File: src/rtl/simple_dma_rd.sv
// simple_dma_rd: streams len bytes from base out of a fixed-latency memory.
// Credit-gated issue, in-flight tracker, head register plus ring buffer.
module simple_dma_rd #(
  parameter int RD_LAT     = 2,
  parameter int FIFO_DEPTH = 4
) (
  input  logic        clk,
  input  logic        rst_n,
  input  logic        start,
  input  logic [15:0] base,
  input  logic [15:0] len,
  output logic        rd_en,
  output logic [15:0] rd_addr,
  input  logic [7:0]  rd_data,
  output logic        pix_valid,
  output logic [7:0]  pix_data,
  input  logic        pix_ready,
  output logic [15:0] bytes_read,
  output logic        busy,
  output logic        done
);

  localparam int AW = $clog2(FIFO_DEPTH);
  localparam int CW = $clog2(FIFO_DEPTH + 1) + 1;

  typedef enum logic [1:0] {
    IDLE,
    RUN,
    DRAIN
  } state_t;

  state_t          state_q, state_d;
  logic [15:0]     base_q, len_q, off_q;
  logic [15:0]     addr_d;
  logic [RD_LAT-1:0] sr_q;
  logic [CW-1:0]   cnt_q, infl_q;
  logic [AW-1:0]   wp_q, rp_q;
  logic [7:0]      mem_q [FIFO_DEPTH];
  logic            head_v_q;
  logic [7:0]      head_q;
  logic            issue, done_d;
  logic            push, pop, hd_free;
  logic            buf_in, buf_out;
  logic            credit, last_hs;

  assign push    = sr_q[RD_LAT-1];
  assign pop     = head_v_q && pix_ready;
  assign hd_free = !head_v_q || pop;
  assign buf_in  = push && !(hd_free && cnt_q == '0);
  assign buf_out = hd_free && cnt_q != '0;
  assign credit  = (cnt_q + infl_q) < CW'(FIFO_DEPTH);
  assign last_hs = (state_q == DRAIN) && pop &&
                   (bytes_read == len_q - 16'd1);

  assign busy      = (state_q != IDLE);
  assign pix_valid = head_v_q;
  assign pix_data  = head_q;

  // Next state, read issue and completion decision
  always_comb begin
    state_d = state_q;
    issue   = 1'b0;
    done_d  = 1'b0;
    addr_d  = base_q + off_q;
    unique case (state_q)
      IDLE: begin
        if (start) begin
          if (len == 16'd0) begin
            done_d = 1'b1;
          end else begin
            issue   = 1'b1;
            addr_d  = base;
            state_d = (len == 16'd1) ? DRAIN : RUN;
          end
        end
      end
      RUN: begin
        if (credit) begin
          issue = 1'b1;
          if (off_q + 16'd1 == len_q) state_d = DRAIN;
        end
      end
      DRAIN: begin
        if (last_hs) begin
          state_d = IDLE;
          done_d  = 1'b1;
        end
      end
      default: state_d = IDLE;
    endcase
  end

  // State register
  always_ff @(posedge clk or negedge rst_n) begin
    if (!rst_n) state_q <= IDLE;
    else        state_q <= state_d;
  end

  // Transfer control: latched params, issue offset, strobes, byte count
  always_ff @(posedge clk or negedge rst_n) begin
    if (!rst_n) begin
      base_q     <= '0;
      len_q      <= '0;
      off_q      <= '0;
      rd_en      <= 1'b0;
      rd_addr    <= '0;
      done       <= 1'b0;
      bytes_read <= '0;
    end else begin
      rd_en <= issue;
      done  <= done_d;
      if (issue) rd_addr <= addr_d;
      if (state_q == IDLE && start) begin
        base_q     <= base;
        len_q      <= len;
        off_q      <= {15'd0, issue};
        bytes_read <= '0;
      end else begin
        if (issue) off_q <= off_q + 16'd1;
        if (pop)   bytes_read <= bytes_read + 16'd1;
      end
    end
  end

  // In-flight tracking: valid shift line and outstanding read count
  always_ff @(posedge clk or negedge rst_n) begin
    if (!rst_n) begin
      sr_q   <= '0;
      infl_q <= '0;
    end else begin
      sr_q[0] <= rd_en;
      for (int i = 1; i < RD_LAT; i++) sr_q[i] <= sr_q[i-1];
      infl_q <= infl_q + CW'(issue) - CW'(push);
    end
  end

  // Ring buffer storage behind the head register
  always_ff @(posedge clk) begin
    if (buf_in) mem_q[wp_q] <= rd_data;
  end

  // Buffer pointers, occupancy and head register refill
  always_ff @(posedge clk or negedge rst_n) begin
    if (!rst_n) begin
      wp_q     <= '0;
      rp_q     <= '0;
      cnt_q    <= '0;
      head_v_q <= 1'b0;
      head_q   <= '0;
    end else begin
      if (buf_in)  wp_q <= wp_q + AW'(1);
      if (buf_out) rp_q <= rp_q + AW'(1);
      cnt_q <= cnt_q + CW'(buf_in) - CW'(buf_out);
      if (hd_free) begin
        if (cnt_q != '0) begin
          head_v_q <= 1'b1;
          head_q   <= mem_q[rp_q];
        end else if (push) begin
          head_v_q <= 1'b1;
          head_q   <= rd_data;
        end else begin
          head_v_q <= 1'b0;
        end
      end
    end
  end

endmodule

File: config.mk
export PLATFORM = sky130hd
export DESIGN_NAME = simple_dma_rd
export DESIGN_NICKNAME = d
export VERILOG_FILES = /design/src/rtl/simple_dma_rd.sv
export SDC_FILE = /design/constraint.sdc
export NUM_CORES = 1
export LEC_CHECK = 0
export BUFFER_PORTS_ARGS = -buffer_cell sky130_fd_sc_hd__buf_2
export CAP_MARGIN = 10
export CELL_PAD_IN_SITES_DETAIL_PLACEMENT = 1
export CELL_PAD_IN_SITES_GLOBAL_PLACEMENT = 1
export CORE_UTILIZATION = 25
export DETAILED_ROUTE_END_ITERATION = 6
export HOLD_SLACK_MARGIN = 0.1
export PLACE_DENSITY = 0.61
export SYNTH_ARGS = -nofsm -noshare
export SYNTH_HDL_FRONTEND = slang
export SYNTH_SLANG_ARGS = --single-unit
File: constraint.sdc
create_clock -name clk -period 6.65 [get_ports clk]
set_clock_uncertainty 0.1 [all_clocks]
set_input_delay 0.9975 -clock clk [delete_from_list [all_inputs] [get_ports clk]]
set_output_delay 0.9975 -clock clk [all_outputs]
set_load 0.01 [all_outputs]
==> Yosys cells after proc, flatten, opt, wreduce, memory -nomap -nowiden <==
Memories as Yosys holds them, arrays and structs flattened.
Index checks and enable logic that the tools add are counted.
{ "op_classes": {"n_addsub": 11, "magnitude_cmp": 1, "n_eq_ne": 10, "n_mux": 28, "n_reduce_logical": 20} }
{ "op_table": {"columns": ["operator", "n"], "rows": [
  ["$mux 16", 7],
  ["$add 16x1->16 const B", 2],
  ["$eq 16x16->1", 2],
  ["$add 16x16->16", 1],
  ["$eq 16x1->1 const B", 1],
  ["$logic_not 16->1", 1],
  ["$mux 8", 2],
  ["$sub 16x1->16 const B", 1],
  ["$mux 2", 6],
  ["$mux 1", 10],
  ["$ne 2x2->1 const B", 5],
  ["$add 4x1->4", 2],
  ["$reduce_bool 2->1", 4],
  ["$sub 4x1->4", 2],
  ["$logic_and 1x1->1", 7],
  ["$pmux 2 s3", 1],
  ["$reduce_and 5->1", 1],
  ["$add 2x1->2 const B", 2],
  ["$add 4x4->4", 1],
  ["$logic_not 4->1", 1],
  ["$lt 4x3->1 const B", 1],
  ["$pmux 1 s2", 2],
  ["$reduce_bool 4->1", 1],
  ["$eq 2x1->1 const B", 1],
  ["5 further kinds", 6]
]} }
{ "totals": {"regBits": 107, "ram_bits": 32, "input_bits": 44, "elab_cells": 86, "memories": 1} }
{ "memory_table": {"columns": ["name", "depth", "width", "read_ports", "rd_clocked_by_memory_dff", "write_ports", "line", "text"], "rows": [
  ["mem_q", 4, 8, 1, 0, 1, "38", "logic [7:0] mem_q [FIFO_DEPTH];"]
]} }

==> Logic depth before layout (Yosys ltp) <==
{ "depth": {"depth_word": 7, "mapped_depth": 12, "depth_no_buf": 12} }

==> Worst setup path after synthesis <==
No wires, ideal clock.
{ "synth_path": {"kind": "input-to-reg", "start": "in len[5]", "end": "reg infl_q[2]", "arrival_ps": 3034, "path_slack_ps": 3393, "path_stages": 11, "path_buffers": 0, "path_cell_list": "nor4_1 -> nand4_1 -> nor2_1 -> nor2_1 -> nor2_1 -> ha_1 -> inv_1 -> ha_1 -> inv_1 -> fa_1 -> xnor2_1"} }
{ "synth_between": {"elab_chain_len": 6} }
{ "synth_lines": {"columns": ["item", "line", "text"], "rows": [
  ["start, declared", "11", "input logic [15:0] len,"],
  ["$logic_not 16->1", "68", "if (len == 16'd0) begin"],
  ["$mux 1", "68", null],
  ["$mux 1", "67", "if (start) begin"],
  ["$pmux 1 s2", "65", "unique case (state_q)"],
  ["$add 4x1->4", "133", "infl_q <= infl_q + CW'(issue) - CW'(push);"],
  ["$sub 4x1->4", "133", null],
  ["end signal, assigned", "133", null],
  ["end, declared", "36", "logic [CW-1:0] cnt_q, infl_q;"]
]} }
Every way passes these cells.
A chain may end at the register's enable or synchronous reset.

==> Final worst setup path <==
{ "layout_path": {"start": "in len[1]", "end": "reg infl_q[1]"} }
Same word-level chain as after synthesis.

==> impl_metrics.json <==
{
  "status": "finished, violations left",
  "violations": "design-rule violations",
  "synth_top_area_share_pct": 34.0,
  "ff2ff_path_depth": 14,
  "synth_cell_types": 67,
  "synth-edff-count": 32,
  "die_height_um": 179,
  "critPathSlowestCell": "fa_1",
  "clk_latency_ns": 0.43,
  "area_growth_pct": 16.7,
  "vias_per_cell": 4.81,
  "stdcell_count": 1286,
  "path_clk_slew_ns": 0.06,
  "syn_nets": 883,
  "synth.largest_area_cell": "dfrtp_1",
  "gp_congestion": 0.747,
  "crit_arrival_ns": 3.79,
  "synth-seq-cells": 139,
  "rr_startpoint": "infl_q[2]$_DFF_PN0_",
  "ant_nets": 0,
  "worstSetupPathType": "primary input to flip-flop",
  "grt_util_all_layers_pct": 14.3,
  "die_area_sq_um": 32200,
  "synth-warning-count": 0,
  "hold_viol": 0,
  "rows": 64,
  "grt_pass1_vias": 6416,
  "post_cts_buffers": 0,
  "rsz0062_at_grt": "no",
  "drv_cap": 0,
  "path_max_fanout": 16,
  "antenna_found_initial": 1,
  "synth_area_sq_um": 7870,
  "hold_path.class": "flip-flop to flip-flop",
  "drt-initial-drc-count": 228,
  "cts_tree": "built",
  "post_synth.cell_area_avg_sq_um": 9.80,
  "initial_core_util_pct": 25.6,
  "cts-resized-gates": 0,
  "cts.sinks": 139,
  "grt_max_degree": 57,
  "cts.path.max_buffers": 2,
  "dp_hpwl_um": 15900,
  "route.detailed.drc": 12,
  "root_buffer": "clkbuf_16",
  "port_buffers": 87,
  "reg2reg_setup_slack_ns": 3.27,
  "fmax_mhz": 280,
  "numCtsBuffers": 17,
  "num-nets-final": 956,
  "timing.rr.end": "infl_q[1]$_DFF_PN0_",
  "min_to": "sr_q[1]$_DFF_PN0_",
  "p_per_area_nw_per_um2": 481,
  "wire_per_inst_um": 17.2,
  "grt_pass1_wl_um": 36100,
  "fin_crit_ns": 3.57,
  "setup_viol": 0,
  "crit_buf_inv": 6,
  "grt-ovfl-total": 0,
  "finalCritPeriodShare_pct": 53.7,
  "crit_chain": "buf_2, nor4_1, nand4_1, nor2_1, nor2_1, buf_4, nor2_1, buf_4, ha_1, inv_1, ha_1, inv_1, fa_1, inv_1",
  "yosysSeqAreaShare_pct": 46.2,
  "path_depth": 14,
  "drv_slew": 0,
  "synth_cells": 803,
  "cp-start-kind": "primary input",
  "cts_max_level": 4,
  "io_pins": 88,
  "die_w_um": 179,
  "drive_above_1_share_pct": 16.3,
  "yosysMostFrequentCell": "nand2_1",
  "place_inst": 1253,
  "drt_pass1_iterations": 6,
  "final_util_pct": 29.9,
  "hold_depth": 0,
  "worstMarginPinSlew_ns": 1.19,
  "slowest_delay_ns": 0.47,
  "synth_ff_type": "dfrtp_1",
  "synthArstFlopShare_pct": 77.0,
  "cp-end-kind": "flip-flop",
  "drt_wl_total_um": 22100,
  "cts-hold-fix-buffers": 0,
  "synthTopCellsByCount": "nand2_1, dfrtp_1, nor2_1",
  "coreArea_sq_um": 30700,
  "cp_data_required_time_ns": 6.87,
  "crit_family": "simple AND/OR/NAND/NOR gates",
  "min_from": "sr_q[0]$_DFF_PN0_",
  "vias": 6185,
  "slew_headroom_pct": 20.6,
  "ys_top_cells_by_area": "dfrtp_1, edfxtp_1, nand2_1",
  "power.leakage_nw": 3.99,
  "timing.setup.tns_ns": 0,
  "ir_worst_vdd_v": 0.000296
}
## where the power goes
part | switching [W] | internal (W)
clock network | 0.000385 | 0.000522
registers | 0.000332 | 0.00117
logic | 0.00116 | 0.000846
## worst reg2reg max path: stages, from the launching register on
cell     delay, ns
dfrtp_1       0.41
ha_1          0.20
xnor3_1       0.34
and3_1        0.19
o21ai_1       0.23
nor2_1        0.07
buf_4         0.22
nor2_1        0.28
buf_4         0.23
ha_1          0.24
inv_1         0.05
ha_1          0.15
inv_1         0.06
fa_1          0.47
inv_1         0.04
## logic make-up (layout without fill, tap and decap cells)
kind of cell | after synthesis | after routing | synth area share (%)
AOI/OAI and AO/OA | 151 | 151 | 12.1
xor gates and xnor gates | 68 | 68 | 7.74
adders and majority gates | 36 | 36 | 6.01
buffers and inverters | 70 | 156 | 4.26
DFF | 139 | 139 | 46.2
muxes | 19 | 19 | 3.70
other | 0 | 1 | 0
and+or+nand+nor | 320 | 320 | 19.9
## routing by layer
layer | vias to the layer above | global-route usage [%] | part of all wire, %
li1 | 2991 | - | -
met1 | 3094 | 18.2 | 47
met2 | 84 | 24.8 | 49
met3 | 16 | 2.49 | 2.4
met4 | 0 | 3.90 | 1.1
met5 | - | 0 | 0
## state kept, by name, indices dropped and copies added (netlist names)
register / flops
rp_q: 2
off_q: 16
infl_q: 4
rd_en: 1
mem_q: 32
cnt_q: 4
sr_q: 2
state_q: 2
rd_addr: 16
done: 1
bytes_read: 16
len_q: 16
pix_data: 8
pix_valid: 1
wp_q: 2
base_q: 16
## final cells by class
type                    count  area, sq um
diodes                      1         2.50
clock buffers              21          450
clock inverters            11         96.3
fillers                  3616        21600
inverters                  31          116
multi-input cells         594         3900
flip-flops and latches    139         3640
well taps                 396          495
repair buffers             93          483
## worst max path at each step
stage,from,end,slack [ns]
after global placement,len[9],infl_q[1]$_DFF_PN0_,2.68
after CTS,len[9],infl_q[1]$_DFF_PN0_,3.05
after detailed placement,len[9],infl_q[1]$_DFF_PN0_,2.60
after global routing,len[9],infl_q[2]$_DFF_PN0_,2.90
after floorplan,len[5],infl_q[2]$_DFF_PN0_,3.39
final,len[1],infl_q[1]$_DFF_PN0_,3.08
## through the flow
| step | hold WS, ns | cell area, sq um | total power, W | setup WS, ns |
|---|---|---|---|---|
| final | 0.253 | 9190 | 0.00442 | 3.08 |
| after global routing | 0.264 | 9190 | 0.00480 | 2.90 |
| after CTS | 0.256 | 9180 | 0.00449 | 3.05 |
| after detailed placement | 0.241 | 8640 | 0.00356 | 2.60 |
| after global placement | 0.240 | 8640 | 0.00349 | 2.68 |
| after floorplan | 0.231 | 7870 | 0.00293 | 3.39 |
## placed cells by master (no fill, tap or decap), types with 24 or more instances in the layout
cell type | netlist | final
o21ai_0 | 40 | 40
buf_2 | 4 | 86
xor2_1 | 24 | 24
inv_1 | 31 | 31
nor2_1 | 62 | 62
a21oi_1 | 35 | 35
dfrtp_1 | 107 | 107
edfxtp_1 | 32 | 32
nand2_1 | 131 | 131
ha_1 | 33 | 33
xnor2_1 | 43 | 43
No activity file was read; power rests on OpenSTA's default activity.
